[src/rtl/glossy_relay_responder.sv]
// Glossy flood relay end: captures one frame, verifies length and XOR checksum,
// waits a fixed turnaround, then retransmits it with the relay counter bumped.
module glossy_relay_responder #(
    parameter int WIDTH       = 10,
    parameter int MAX_LEN     = 16,
    parameter int TURN_CYCLES = 8,
    parameter int RX_TIMEOUT  = 32,
    parameter int RELAY_LIMIT = 255
) (
    input  logic             clk,
    input  logic             reset,
    input  logic             i_start,
    input  logic [WIDTH-1:0] i_rx_in,
    output logic [WIDTH-1:0] o_tx_out,
    output logic             o_busy,
    output logic             o_done,
    output logic             o_err,
    output logic [7:0]       o_relay_cnt
);

    localparam int IDX_W  = (MAX_LEN > 1) ? $clog2(MAX_LEN) : 1;
    localparam int TURN_W = $clog2(TURN_CYCLES + 1);
    localparam int GAP_W  = $clog2(RX_TIMEOUT + 1);

    typedef enum logic [2:0] {
        S_IDLE, S_LISTEN, S_RX_LEN, S_RX_PAY, S_RX_CHK, S_TURN, S_TX, S_DONE
    } state_t;

    state_t              r_state, w_state_nxt;
    logic [7:0]          r_hdr, w_hdr_nxt;
    logic [7:0]          r_len, w_len_nxt;
    logic [7:0]          r_xor, w_xor_nxt;
    logic [8:0]          r_cnt, w_cnt_nxt;
    logic [GAP_W-1:0]    r_gap, w_gap_nxt;
    logic [TURN_W-1:0]   r_turn, w_turn_nxt;
    logic [WIDTH-1:0]    r_tx, w_tx_nxt;
    logic                r_done, w_done_nxt;
    logic                r_err, w_err_nxt;
    logic [7:0]          r_relay, w_relay_nxt;
    logic [7:0]          r_buf [MAX_LEN];

    logic                w_buf_we;
    logic [IDX_W-1:0]    w_buf_wa;
    logic [IDX_W-1:0]    w_rd_idx;
    logic [7:0]          w_hdr_inc;
    logic                w_valid, w_sof;
    logic [7:0]          w_data;

    assign w_valid   = i_rx_in[9];
    assign w_sof     = i_rx_in[8];
    assign w_data    = i_rx_in[7:0];
    assign w_hdr_inc = r_hdr + 8'd1;
    assign w_rd_idx  = IDX_W'(r_cnt - 9'd2);
    assign w_buf_wa  = r_cnt[IDX_W-1:0];

    always_comb begin
        w_state_nxt = r_state;
        w_hdr_nxt   = r_hdr;
        w_len_nxt   = r_len;
        w_xor_nxt   = r_xor;
        w_cnt_nxt   = r_cnt;
        w_gap_nxt   = r_gap;
        w_turn_nxt  = r_turn;
        w_tx_nxt    = '0;
        w_done_nxt  = 1'b0;
        w_err_nxt   = 1'b0;
        w_relay_nxt = r_relay;
        w_buf_we    = 1'b0;

        if (!i_start) begin
            w_state_nxt = S_IDLE;
        end else begin
            case (r_state)
                S_IDLE: w_state_nxt = S_LISTEN;

                S_LISTEN: begin
                    if (w_valid && w_sof) begin
                        w_hdr_nxt   = w_data;
                        w_xor_nxt   = w_data;
                        w_cnt_nxt   = '0;
                        w_gap_nxt   = '0;
                        w_state_nxt = S_RX_LEN;
                    end
                end

                S_RX_LEN, S_RX_PAY, S_RX_CHK: begin
                    // A new SOF anywhere in a frame silently restarts capture
                    if (w_valid && w_sof) begin
                        w_hdr_nxt   = w_data;
                        w_xor_nxt   = w_data;
                        w_cnt_nxt   = '0;
                        w_gap_nxt   = '0;
                        w_state_nxt = S_RX_LEN;
                    end else if (!w_valid) begin
                        if (r_gap == GAP_W'(RX_TIMEOUT - 1)) begin
                            w_err_nxt   = 1'b1;
                            w_state_nxt = S_LISTEN;
                        end else begin
                            w_gap_nxt = r_gap + 1'b1;
                        end
                    end else begin
                        w_gap_nxt = '0;
                        case (r_state)
                            S_RX_LEN: begin
                                w_len_nxt = w_data;
                                if (w_data == 8'd0 || w_data > 8'(MAX_LEN)) begin
                                    w_err_nxt   = 1'b1;
                                    w_state_nxt = S_LISTEN;
                                end else begin
                                    w_xor_nxt   = r_xor ^ w_data;
                                    w_cnt_nxt   = '0;
                                    w_state_nxt = S_RX_PAY;
                                end
                            end
                            S_RX_PAY: begin
                                w_buf_we  = 1'b1;
                                w_xor_nxt = r_xor ^ w_data;
                                w_cnt_nxt = r_cnt + 9'd1;
                                if (r_cnt + 9'd1 == {1'b0, r_len})
                                    w_state_nxt = S_RX_CHK;
                            end
                            default: begin
                                if (w_data == r_xor) begin
                                    w_relay_nxt = r_hdr;
                                    w_turn_nxt  = '0;
                                    w_state_nxt = ({1'b0, r_hdr} < 9'(RELAY_LIMIT)) ? S_TURN : S_DONE;
                                end else begin
                                    w_err_nxt   = 1'b1;
                                    w_state_nxt = S_LISTEN;
                                end
                            end
                        endcase
                    end
                end

                S_TURN: begin
                    if (r_turn == TURN_W'(TURN_CYCLES - 1)) begin
                        w_cnt_nxt   = '0;
                        w_state_nxt = S_TX;
                    end else begin
                        w_turn_nxt = r_turn + 1'b1;
                    end
                end

                S_TX: begin
                    w_cnt_nxt = r_cnt + 9'd1;
                    if (r_cnt == 9'd0) begin
                        w_tx_nxt = {2'b11, w_hdr_inc};
                    end else if (r_cnt == 9'd1) begin
                        w_tx_nxt = {2'b10, r_len};
                    end else if (r_cnt == {1'b0, r_len} + 9'd2) begin
                        // Swapping HDR for HDR+1 in the received XOR yields the new checksum
                        w_tx_nxt    = {2'b10, r_xor ^ r_hdr ^ w_hdr_inc};
                        w_state_nxt = S_DONE;
                    end else begin
                        w_tx_nxt = {2'b10, r_buf[w_rd_idx]};
                    end
                end

                S_DONE: begin
                    w_done_nxt  = 1'b1;
                    w_state_nxt = S_LISTEN;
                end

                default: w_state_nxt = S_IDLE;
            endcase
        end
    end

    always_ff @(posedge clk or negedge reset) begin
        if (!reset) begin
            r_state <= S_IDLE;
            r_hdr   <= '0;
            r_len   <= '0;
            r_xor   <= '0;
            r_cnt   <= '0;
            r_gap   <= '0;
            r_turn  <= '0;
            r_tx    <= '0;
            r_done  <= 1'b0;
            r_err   <= 1'b0;
            r_relay <= '0;
        end else begin
            r_state <= w_state_nxt;
            r_hdr   <= w_hdr_nxt;
            r_len   <= w_len_nxt;
            r_xor   <= w_xor_nxt;
            r_cnt   <= w_cnt_nxt;
            r_gap   <= w_gap_nxt;
            r_turn  <= w_turn_nxt;
            r_tx    <= w_tx_nxt;
            r_done  <= w_done_nxt;
            r_err   <= w_err_nxt;
            r_relay <= w_relay_nxt;
        end
    end

    // Payload buffer keeps its contents across reset
    always_ff @(posedge clk) begin
        if (w_buf_we)
            r_buf[w_buf_wa] <= w_data;
    end

    assign o_tx_out    = r_tx;
    assign o_busy      = (r_state != S_IDLE) && (r_state != S_LISTEN);
    assign o_done      = r_done;
    assign o_err       = r_err;
    assign o_relay_cnt = r_relay;

endmodule
[config.mk]
export PLATFORM = sky130hd
export DESIGN_NAME = glossy_relay_responder
export DESIGN_NICKNAME = d
export VERILOG_FILES = /design/src/rtl/glossy_relay_responder.sv
export SDC_FILE = /design/constraint.sdc
export NUM_CORES = 1
export LEC_CHECK = 0
export BUFFER_PORTS_ARGS = -buffer_cell sky130_fd_sc_hd__buf_2
export CAP_MARGIN = 10
export CORE_ASPECT_RATIO = 1.75
export CORE_MARGIN = 3
export CORE_UTILIZATION = 50
export DETAILED_ROUTE_END_ITERATION = 10
export GPL_TIMING_DRIVEN = 0
export HOLD_SLACK_MARGIN = 0.05
export PLACE_DENSITY = 0.71
export SLEW_MARGIN = 0
export SYNTH_ARGS = -nofsm -noshare
export SYNTH_HDL_FRONTEND = slang
export SYNTH_SLANG_ARGS = --single-unit
[constraint.sdc]
create_clock -name clk -period 4.2 [get_ports clk]
set_input_delay 0.63 -clock clk [delete_from_list [all_inputs] [get_ports clk]]
set_output_delay 0.63 -clock clk [all_outputs]
set_load 0.02 [all_outputs]
**Yosys cells after proc, flatten, opt, wreduce, memory -nomap -nowiden**

Memory sizes are Yosys's and may differ from the RTL's.
Cells that the tools add are included.
Widths: inputs -> output; s select.

- Output and inout bits: 21
- RAM bits: 128
- Flip-flop bits (word level): 66
- Input port bits: 13
- Logic and storage cells: 140
- Memories kept: 1

- Reduce and logical (&&, ||, !) cells: 22
- Eq/ne operators: 32
- Muxes and demuxes: 61
- Order comparisons: 2
- Add/subtract/negate cells: 6
- Bitwise operators: 5

Memories:

| name | words | width | read ports | clocked after Yosys merged registers in | write ports | RTL line | RTL |
|---|---|---|---|---|---|---|---|
| r_buf | 16 | 8 | 1 | 0 | 1 | 40 | `logic [7:0] r_buf [MAX_LEN];` |

Operators with widths:

| operator | count |
|---|---|
| $mux 9 | 6 |
| $mux 8 | 6 |
| $pmux 9 s4 | 1 |
| $mux 3 | 11 |
| $pmux 8 s2 | 2 |
| $mux 6 | 4 |
| $xor 8x8->8 | 3 |
| $reduce_and 7->1 | 3 |
| $mux 10 | 2 |
| $mux 4 | 5 |
| $ne 3x3->1 const B | 6 |
| $pmux 9 s2 | 1 |
| $mux 1 | 16 |
| $pmux 3 s5 | 1 |
| $ne 2x2->1 const B | 7 |
| $eq 3x3->1 const B | 4 |
| $ne 4x4->1 const B | 3 |
| $pmux 6 s2 | 1 |
| $reduce_and 6->1 | 2 |
| $add 8x2->9 const B | 1 |
| $add 9x1->9 const B | 1 |
| $eq 9x1->1 const B | 1 |
| $eq 9x8->1 | 1 |
| $eq 9x9->1 | 1 |
| 33 further kinds | 39 |

**Depth between registers and ports, before layout**

Gate-level depths: netlist (run 1).

- Depth in word-level cells: 8
- Mapped depth: 10
- Mapped depth without buffers: 8

**Worst setup path before layout (run 1)**

OpenSTA, ideal clock, no wires.

- Kind: input to register
- Start point: input i_start
- End point: memory r_buf[0][0] (enable)
- Setup time: 0.383 ns
- Path slack: 1.560 ns
- Required time: 3.817 ns
- Stages: 5
- Path buffers: 1
- Data arrival time: 2.257 ns
- Path through: buf_2 > inv_1 > nor4_2 > nand2_1 > nor3_1

- Cells in the longest elaborated chain, start to end: 3

Ends and longest elaborated chain:

| element | RTL line | RTL |
|---|---|---|
| from (decl) | 12 | `input logic i_start,` |
| $mux 1 | 70 | `if (!i_start) begin` |
| $mux 1 | 200 | `if (w_buf_we)` |
| $mux 1 (not written as such) | 201 | `r_buf[w_buf_wa] <= w_data;` |
| to (decl) | 40 |  |

Every way passes these cells.

**Worst setup path after layout (run 1)**

- Start point: register r_cnt[1]
- End point: register r_tx[3] (netlist: o_tx_out[3])

- Cells in the longest elaborated chain, start to end: 7
- Elaborated cells between the ends (all ways): 10
- Those cells by class: add/sub: 1; eq/ne: 2; mux: 5; reduce/logical: 1; memory: 1

Ends and longest elaborated chain:

| element | RTL line | RTL |
|---|---|---|
| from (decl) | 33 | `logic [8:0] r_cnt, w_cnt_nxt;` |
| from (signal assigned) | 188 | `r_cnt <= w_cnt_nxt;` |
| $sub 4x2->4 | 53 | `assign w_rd_idx = IDX_W'(r_cnt - 9'd2);` |
| $mem_v2 16x8 | -- |  |
| $mux 8 | 151 | `end else if (r_cnt == {1'b0, r_len} + 9'd2) begin` |
| $mux 8 | 149 | `end else if (r_cnt == 9'd1) begin` |
| $mux 9 (*) | 147 | `if (r_cnt == 9'd0) begin` |
| $mux 10 (*) | 73 | `case (r_state)` |
| $mux 10 (*) | 70 |  |
| net w_tx_nxt[3] | 36 | `logic [WIDTH-1:0] r_tx, w_tx_nxt;` |
| to (signal assigned) | 191 | `r_tx <= w_tx_nxt;` |
| to (decl) | 36 |  |

Mark *: on every way through the listed nets, which the timed path passes. The rest lies on a longest branch.
A chain may end at the register's enable or synchronous reset.

==> impl_metrics.csv, run 1 <==
group,metric,value,unit
cts,cts.sinks,194,
status,outcome,"complete, no violations",
drt,antenna_left,0,
drt,drc_errors,0,
timing,slew_headroom,14.1,%
synthesis,synthFlopType,"edfxtp_1",
cts,path_clk_slew,0.07,ns
hold_path,hp-class,"in2async",
synthesis,synth_edf_count,128,
cts,cts_made_buffers,17,
cts,post_cts_resized,0,
cts,cts_buffer_depth,2,
cells_and_area,final_util,57.6,%
global_route,grt_pass1_vias,6193,
critical_path,crit_path_end_kind,"flop",
placement,hpwl,16000,um
timing,clock_skew,0.0104,ns
synthesis,syn_avg_cell_area,13.4,um2
global_route,grt_antenna_before_repair,0,
critical_path,reg2reg_to,"o_tx_out[3]",
critical_path,worstPathRequired,4.50,ns
floorplan,die_x,108,um
flow_run,cap_violations,0,
floorplan,dieArea,0.0200,mm2
cells_and_area,syn2layout_area_growth,11.5,%
pwr,leakagePower,3.76,nW
floorplan,io_pins,34,
placement,port_buffers,32,
floorplan,initial_utilization,51.6,%
cts,h-tree-depth,4,
cells_and_area,drive_gt1_share,19.7,%
global_route,grt_max_degree,67,
global_route,grt_usage,23.4,%
pwr,ir_worst_vdd,0.305,mV
synthesis,yosysWarnings,0,
synthesis,async_reset_ff_share,34.0,%
timing,tightest_slew,1.28,ns
timing,hold_slack,0.296,ns
critical_path,cp-start-kind,"flop",
pwr,power_density,547,mW/mm2
cts,tritoncts,"done",
synthesis,postSynthNetCount,705,
timing,tns,0,ns
floorplan,core,0.0177,mm2
critical_path,r2r_slack,0.42,ns
timing,min_period,3.78,ns
synthesis,postSynthCellCount,682,
timing,hold_violations,0,
cts,post_cts_buffers,0,
global_route,grt-ovfl-total,0,
critical_path,rr_startpoint,"r_cnt[1]",
drt,wire_per_inst,22.9,um
synthesis,seq_area_frac_synth,60.1,%
timing,post-route-period-util,89.9,%
cts,postCtsHoldBufs,0,
drt,vias,5981,
drt,routed_wl,22400,um
floorplan,std_cell_rows,64,
cells_and_area,nets,757,
placement,gp_congestion,0.937,
synthesis,netlist-cell-type-count,54,
timing,setup_viol,0,
timing,fmax,265,MHz
critical_path,worstPathMaxFanout,10,
timing,slew_viol_final,0,
critical_path,worstRegToRegCells,10,
cells_and_area,diodes,0,
global_route,grt_pass1_wl,34700,um
cells_and_area,final_common_cell,"edfxtp_1",
floorplan,die-height,185,um
cts,ctsRootBufferMaster,"clkbuf_16",
cts,clk_latency,0.44,ns
timing,rsz0062_at_grt,"no",
pwr,total_power,5.57,mW
drt,routed_via_density,6.12,
cells_and_area,final_cell_mix,"edfxtp_1 (128), dfrtp_1 (66), nand2_1 (48)",
synthesis,synth_area,0.00914,mm2
drt,drt_pass1_iterations,5,
synthesis,ys_ff_latch,194,
critical_path,arrival,4.07,ns
drt,first_iter_violations,552,
critical_path,criticalPathCategory,"reg2reg",
[state kept, by name (all words and copies together), names as in the netlist]
name and count:
o_tx_out 10, o_err 1, r_len 8, r_xor 8, o_relay_cnt 8, r_buf 128
r_gap 6, r_state 3, r_turn 4, r_cnt 9, r_hdr 8, o_done 1
[area by class of cell]
class | instances | area (um2)
plain buffers | 36 | 185
clock buffers | 18 | 429
clock inverters | 14 | 163
fillers | 1430 | 7510
inverters | 16 | 60.1
multi-input cells | 436 | 3400
flip-flops and latches | 194 | 5500
well taps | 231 | 289
repair buffers | 33 | 168
[worst max-delay path: stages, from the launching register on]
cell      delay, ns
dfrtp_1        0.42
buf_2          0.31
clkbuf_1       0.49
inv_1          0.33
ha_1           0.53
clkbuf_1       0.53
mux4_2         0.42
nand2_1        0.09
a31oi_1        0.10
mux2i_1        0.25
o22ai_1        0.16
[cell usage after synthesis, types with 4 or more instances]
master    count  area (um2)
o21ai_0      39         195
xor2_1       26         228
nor2_1       34         128
mux4_2       35         788
or3_1         4        25.0
ha_1         10         125
inv_1        16        60.1
nand2_1      48         180
buf_2         7        35.0
dfrtp_1      66        1650
xnor2_1      13         114
edfxtp_1    128        3840
nand2b_1      8        50.1
a211oi_1      7        52.6
nor4_1        6        37.5
nor3_1       15        75.1
and3_1        4        25.0
a21oi_1      32         160
a31oi_1       7        43.8
buf_4         5        37.5
nand4_1       8        50.1
nor3b_1       4        30.0
o31ai_1       5        37.5
mux2_2       24         270
o22ai_1       7        43.8
o211ai_1      4        30.0
clkbuf_1     21        78.8
mux2i_1      11         110
nor2b_1      18         113
and2_1        6        37.5
a21o_1        6        45.0
nand3_1      26         130
[report_power, final]
part	total [mW]	internal, mW	leakage (nW)	switching, mW
combinational	1.56	0.651	1.45	0.913
clock	1.62	0.851	0.287	0.767
sequential	2.38	2.18	2.03	0.206
total	5.57	3.68	3.76	1.89
[worst max path at each step]
stage,from,endpoint,cells past startpoint
2_1_floorplan,i_start,r_buf[0][0],5
3_3_place_gp,r_cnt[1],o_tx_out[3],10
3_5_place_dp,r_cnt[1],o_tx_out[3],10
4_1_cts,r_cnt[1],o_tx_out[3],10
5_1_grt,r_cnt[1],o_tx_out[3],10
6_report,r_cnt[1],o_tx_out[3],10
[routing by layer]
| layer | vias up | track usage, % | part of all wire [%] |
|---|---|---|---|
| li1 | 2681 | - | - |
| met1 | 3036 | 25.0 | 36 |
| met2 | 203 | 43.5 | 56 |
| met3 | 61 | 3.73 | 3.4 |
| met4 | 0 | 12.4 | 4.9 |
| met5 | - | 0 | 0 |
[logic make-up after synthesis]
logic type	share of synthesized area, %
adders and majority gates	1.37
muxes	12.8
buffers and inverters	2.68
and+or+nand+nor	10.5
xor gates and xnor gates	3.74
DFF	60.1
AOI/OAI and AO/OA	8.76
[metrics by stage]
step                      instances  setup slack (ns)  cell area, um2
after floorplan                 682              1.56            9140
after global placement          945             0.557            9590
after detailed placement        945             0.430            9590
after CTS                       977             0.410           10200
after global routing            978             0.205           10200
final                           978             0.422           10200
(Power assumes the default switching activity.)
==> inputs of run 2 (changes only) <==
- ABC_AREA: not set -> 1
==> impl_metrics.csv, run 2 <==
group,metric,value,unit
synthesis,synth_top_cell_area_share,40.7,%
placement,port_buffers,32,
pwr,leakagePower,4.45,nW
pwr,power.internal,3.63,mW
cells_and_area,final_util,57.2,%
critical_path,cp_slowest_cell,"xnor2_1",
placement,gp_congestion,0.919,
floorplan,die_x,110,um
synthesis,netlist-cell-type-count,42,
drt,drt_pass1_iterations,5,
critical_path,rr_startpoint,"r_cnt[1]",
timing,rsz0062_at_grt,"no",
timing,timing.final.ws_setup,0.771,ns
synthesis,seq_area_frac_synth,58.2,%
critical_path,crit_top_cell,"nand2_1",
global_route,grt_antenna_before_repair,0,
cells_and_area,top_register,"r_buf",
synthesis,syn_avg_cell_area,9.45,um2
placement,hpwl,18100,um
drt,routed_via_density,5.58,
critical_path,cpPeakStageDelay,0.71,ns
cts,postCtsHoldBufs,0,
cells_and_area,drive_gt1_share,13.7,%
drt,first_iter_violations,524,
synthesis,synth_area,0.00944,mm2
cts,h-tree-depth,4,
synthesis,ys_top_cells_by_area,"edfxtp_1 (41%), dfrtp_1 (18%), nand2_1 (11%)",
hold_path,hp-class,"in2async",
critical_path,worstPathRequired,4.57,ns
flow_run,cap_violations,0,
cts,cts.sinks,194,
timing,hold_violations,0,
critical_path,cp-startpoint,"r_cnt[1]",
pwr,switching_share,38.7,%
cells_and_area,syn2layout_area_growth,11.0,%
pwr,power_density,566,mW/mm2
floorplan,initial_utilization,51.6,%
cts,post_cts_buffers,0,
timing,clock_skew,0.0155,ns
critical_path,worstPathMaxFanout,12,
cells_and_area,final_common_cell,"nand2_1",
global_route,grt_usage,25.4,%
cells_and_area,largest_reg_flops,128,
global_route,grt_pass1_wl,39300,um
cells_and_area,nets,1072,
cts,post_cts_resized,0,
cts,cts_buffer_depth,2,
timing,tightest_slew,1.12,ns
cts,path_clk_slew,0.07,ns
floorplan,core,0.0183,mm2
critical_path,arrival,3.80,ns
synthesis,async_reset_ff_share,34.0,%
floorplan,dieArea,0.0206,mm2
drt,wire_per_inst,19.1,um
status,outcome,"complete, no violations",
drt,vias,7237,
critical_path,cp-start-kind,"flop",
cts,ctsRootBufferMaster,"clkbuf_16",
drt,antenna_left,0,
synthesis,postSynthNetCount,1021,
placement,post-place-ws,0.828,ns
cells_and_area,diodes,0,
timing,slew_headroom,25.1,%
pwr,seq_power_share,39.9,%
pwr,combPwrFrac,33.0,%
timing,min_period,3.43,ns
timing,tns,0,ns
timing,fmax,292,MHz
global_route,grt_pass1_vias,7327,
synthesis,synth_edf_count,128,
synthesis,synth_most_common_cell,"nand2_1",
synthesis,ys_ff_latch,194,
cts,clk_latency,0.44,ns
critical_path,criticalPathCategory,"reg2reg",
drt,routed_wl,24800,um
global_route,grt_max_degree,67,
critical_path,cp_cell_sequence,"buf_2, inv_2, clkbuf_1, ha_1, xnor2_1, inv_1, nand2_1, o21ai_0, nand2_1, o21ai_2, nand2_1, nand2_1, nand2_1",
floorplan,io_pins,34,
pwr,pwr-share-clk,27.1,%
cells_and_area,final_cell_mix,"nand2_1 (273), edfxtp_1 (128), nand3_1 (90)",
floorplan,die-height,188,um
synthesis,synth.largest_area_cell,"edfxtp_1",
synthesis,synthFlopType,"edfxtp_1",
floorplan,std_cell_rows,65,
pwr,power.switching,2.29,mW
timing,slew_viol_final,0,
cts,cts_made_buffers,17,
drt,drc_errors,0,
timing,post-route-period-util,81.6,%
cts,tritoncts,"done",
critical_path,crit_path_end_kind,"flop",
global_route,grt-ovfl-total,0,
synthesis,yosys-top-cells-count,"nand2_1 (273), edfxtp_1 (128), nand3_1 (90)",
synthesis,postSynthCellCount,998,
pwr,ir_worst_vdd,0.305,mV
synthesis,yosysWarnings,0,
timing,setup_viol,0,
## run 2: cell count changes after synthesis, moves of 11 or more
cell	delta
a21oi_1	+31
a22oi_1	+18
inv_1	+61
inv_2	+14
mux2_2	-21
mux2i_1	-11
mux4_2	-35
nand2_1	+225
nand3_1	+64
nor2_1	+19
nor2b_1	-18
nor3_1	-11
o21ai_0	+19
xor2_1	-16
## run 2: critical path: cells and delay by family (launching register included)
kind	cells	cell delay, ns
compound gates	2	0.29
xor+xnor	1	0.71
fa+ha+maj	1	0.33
buf+inv	4	1.08
flops	1	0.44
simple gates	5	0.52
## run 2: layout make-up
class	instances	area (um2)
sequential	194	5500
clock buffer	17	425
timing repair buffer	32	163
clock inverter	15	155
fill	1600	7830
multi-input combinational	674	3410
buffer	38	186
tap	234	293
inverter	92	348
## run 2: kinds of logic after synthesis
group,share of synthesized area [%]
AOI/OAI and AO/OA,10.5
adders and majority gates,1.33
muxes,0.358
xor gates and xnor gates,1.86
DFF,58.2
and+or+nand+nor,22.0
buffers and inverters,5.66
## run 2: metal layers
| metal | global-route usage, % | part of all wire (%) |
|---|---|---|
| met5 | 0 | 0 |
| met4 | 13.8 | 5.1 |
| met3 | 3.96 | 4.1 |
| met2 | 45.5 | 55 |
| met1 | 27.9 | 36 |
## run 2: worst paths after layout
check                                 end  slack, ns  depth (start not counted)
min                              r_gap[1]       0.29                          1
min in group clk           o_relay_cnt[0]       0.49                          2
min reg2reg                o_relay_cnt[0]       0.49                          2
max                           o_tx_out[1]       0.77                         13
max reg2reg                   o_tx_out[1]       0.77                         13
max in group asynchronous        r_cnt[3]       3.33                          1
## run 2: power groups by stage
stage	sequential [mW]	clock, mW	combinational, mW
after floorplan	2.34	0	1.42
after global placement	2.39	0	1.91
after detailed placement	2.40	0	1.93
after CTS	2.36	1.61	1.95
after global routing	2.38	1.69	2.20
final	2.36	1.61	1.96
## run 2: through the flow
step	hold WS, ns	area, um2	total power, mW	instances
6_report	0.288	10500	5.92	1296
5_1_grt	0.350	10500	6.27	1296
4_1_cts	0.328	10500	5.92	1296
3_5_place_dp	0.481	9890	4.33	1264
3_3_place_gp	0.477	9890	4.30	1264
2_1_floorplan	0.334	9440	3.76	998
==> inputs of run 3 (changes only) <==
- clock period: 4.2 -> 3.4 ns (I/O delays scaled with it)
==> impl_metrics.csv, run 3 (synthesis results as in run 2) <==
group,metric,value,unit
critical_path,worstPathRequired,3.72,ns
cells_and_area,final_common_cell,"nand2_1",
cells_and_area,drive_gt1_share,13.8,%
status,outcome,"complete, no violations",
timing,timing.final.ws_setup,0.440,ns
critical_path,cpPeakStageDelay,0.44,ns
cts,postCtsHoldBufs,0,
critical_path,criticalPathCategory,"reg2reg",
global_route,grt_usage,25.4,%
timing,tightest_slew,1.12,ns
cells_and_area,top_register,"r_buf",
cts,cts.sinks,194,
timing,clock_skew,0.0137,ns
global_route,grt-ovfl-total,0,
cells_and_area,final_cell_mix,"nand2_1 (273), edfxtp_1 (128), nand3_1 (90)",
cts,post_cts_buffers,0,
drt,drc_errors,0,
timing,fmax,338,MHz
critical_path,cp_cell_sequence,"buf_2, inv_2, ha_1, clkbuf_1, inv_1, clkbuf_1, nand2_1, nand3_1, nand2_1, nand2_1, nand3_1, a21oi_1",
critical_path,worstPathMaxFanout,16,
critical_path,crit_top_cell,"nand2_1",
timing,min_period,2.96,ns
cells_and_area,syn2layout_area_growth,11.0,%
cts,tritoncts,"done",
pwr,combPwrFrac,33.0,%
timing,hold_slack,0.165,ns
floorplan,std_cell_rows,65,
pwr,power.switching,2.83,mW
cells_and_area,fillCellCount,1597,
pwr,pwr-share-clk,27.1,%
cells_and_area,nets,1071,
timing,rsz0062_at_grt,"no",
critical_path,crit_path_end_kind,"flop",
critical_path,cp-start-kind,"flop",
timing,tns,0,ns
pwr,power_density,698,mW/mm2
placement,port_buffers,32,
floorplan,core,0.0183,mm2
floorplan,die-height,188,um
drt,drt_pass1_iterations,6,
pwr,switching_share,38.7,%
global_route,grt_pass1_wl,39200,um
placement,gp_congestion,0.919,
global_route,grt_antenna_before_repair,0,
cts,h-tree-depth,4,
floorplan,dieArea,0.0206,mm2
cts,cts_made_buffers,17,
pwr,seq_power_share,39.9,%
critical_path,critPathBufInv,5,
timing,setup_viol,0,
drt,antenna_left,0,
timing,post-route-period-util,87.1,%
drt,vias,7272,
floorplan,io_pins,34,
cells_and_area,largest_reg_flops,128,
floorplan,initial_utilization,51.6,%
cells_and_area,regArea,0.00550,mm2
drt,routed_wl,24700,um
pwr,leakagePower,4.45,nW
timing,slew_viol_final,0,
flow_run,cap_violations,0,
cells_and_area,multi_input_area,0.00341,mm2
drt,first_iter_violations,549,
timing,slew_headroom,25.3,%
placement,placed_cell_area,0.00989,mm2
global_route,grt_max_degree,67,
pwr,power.internal,4.48,mW
hold_path,hp-class,"in2async",
cts,ctsRootBufferMaster,"clkbuf_16",
drt,wire_per_inst,19.1,um
placement,post-place-ws,0.0278,ns
critical_path,arrival,3.28,ns
cells_and_area,diodes,0,
placement,hpwl,18100,um
cts,cts_buffer_depth,2,
timing,hold_violations,0,
global_route,grt_pass1_vias,7337,
cts,path_clk_slew,0.07,ns
pwr,ir_worst_vdd,0.376,mV
floorplan,die_x,110,um
cts,clk_latency,0.44,ns
drt,routed_via_density,5.62,
critical_path,cp_slowest_cell,"dfrtp_1",
critical_path,path_delay_family,"buffers and inverters",
cells_and_area,design_area,0.0105,mm2
[run 3: power by group through the flow]
stage          combinational (mW)  clock [mW]  sequential, mW
2_1_floorplan                1.75           0            2.89
3_3_place_gp                 2.35           0            2.95
3_5_place_dp                 2.38           0            2.96
4_1_cts                      2.41        1.99            2.91
5_1_grt                      2.72        2.09            2.94
6_report                     2.41        1.98            2.91
[run 3: layout make-up]
| class | count | share of cell area [%] |
|---|---|---|
| Tap cell | 234 | 2.80 |
| Clock inverter | 15 | 1.48 |
| Buffer | 37 | 1.74 |
| Multi-Input combinational cell | 674 | 32.6 |
| Sequential cell | 194 | 52.5 |
| Timing Repair Buffer | 32 | 1.55 |
| Clock buffer | 17 | 4.06 |
| Inverter | 92 | 3.32 |
[run 3: layer usage]
metal / global-route usage [%] / wire [um]
met5: 0 / 0
met4: 13.8 / 1380
met3: 3.93 / 1180
met2: 45.4 / 13500
met1: 27.9 / 8690
[run 3: final timing paths]
check                                from             end  slack [ns]  depth (start not counted)
min in group clk                  i_start           o_err        0.41                          3
min                                 reset        r_gap[1]        0.16                          1
min reg2reg                o_relay_cnt[0]  o_relay_cnt[0]        0.49                          2
max in group asynchronous           reset        r_cnt[3]        2.65                          1
max                              r_cnt[1]     o_tx_out[7]        0.44                         12
max reg2reg                      r_cnt[1]     o_tx_out[7]        0.44                         12
[run 3: through the flow]
step | util, % | power [mW] | std cells
after floorplan | - | 4.64 | 998
after global placement | 54.0 | 5.31 | 1264
after detailed placement | 54.1 | 5.34 | 1264
after CTS | 57.3 | 7.31 | 1296
after global routing | 57.2 | 7.75 | 1295
final | 57.2 | 7.31 | 1295
[run 3: timing repair]
item | CTS | global route
resized for setup | 1 | 0
cloned | 0 | 0
setup endpoints to repair | 1 | 4
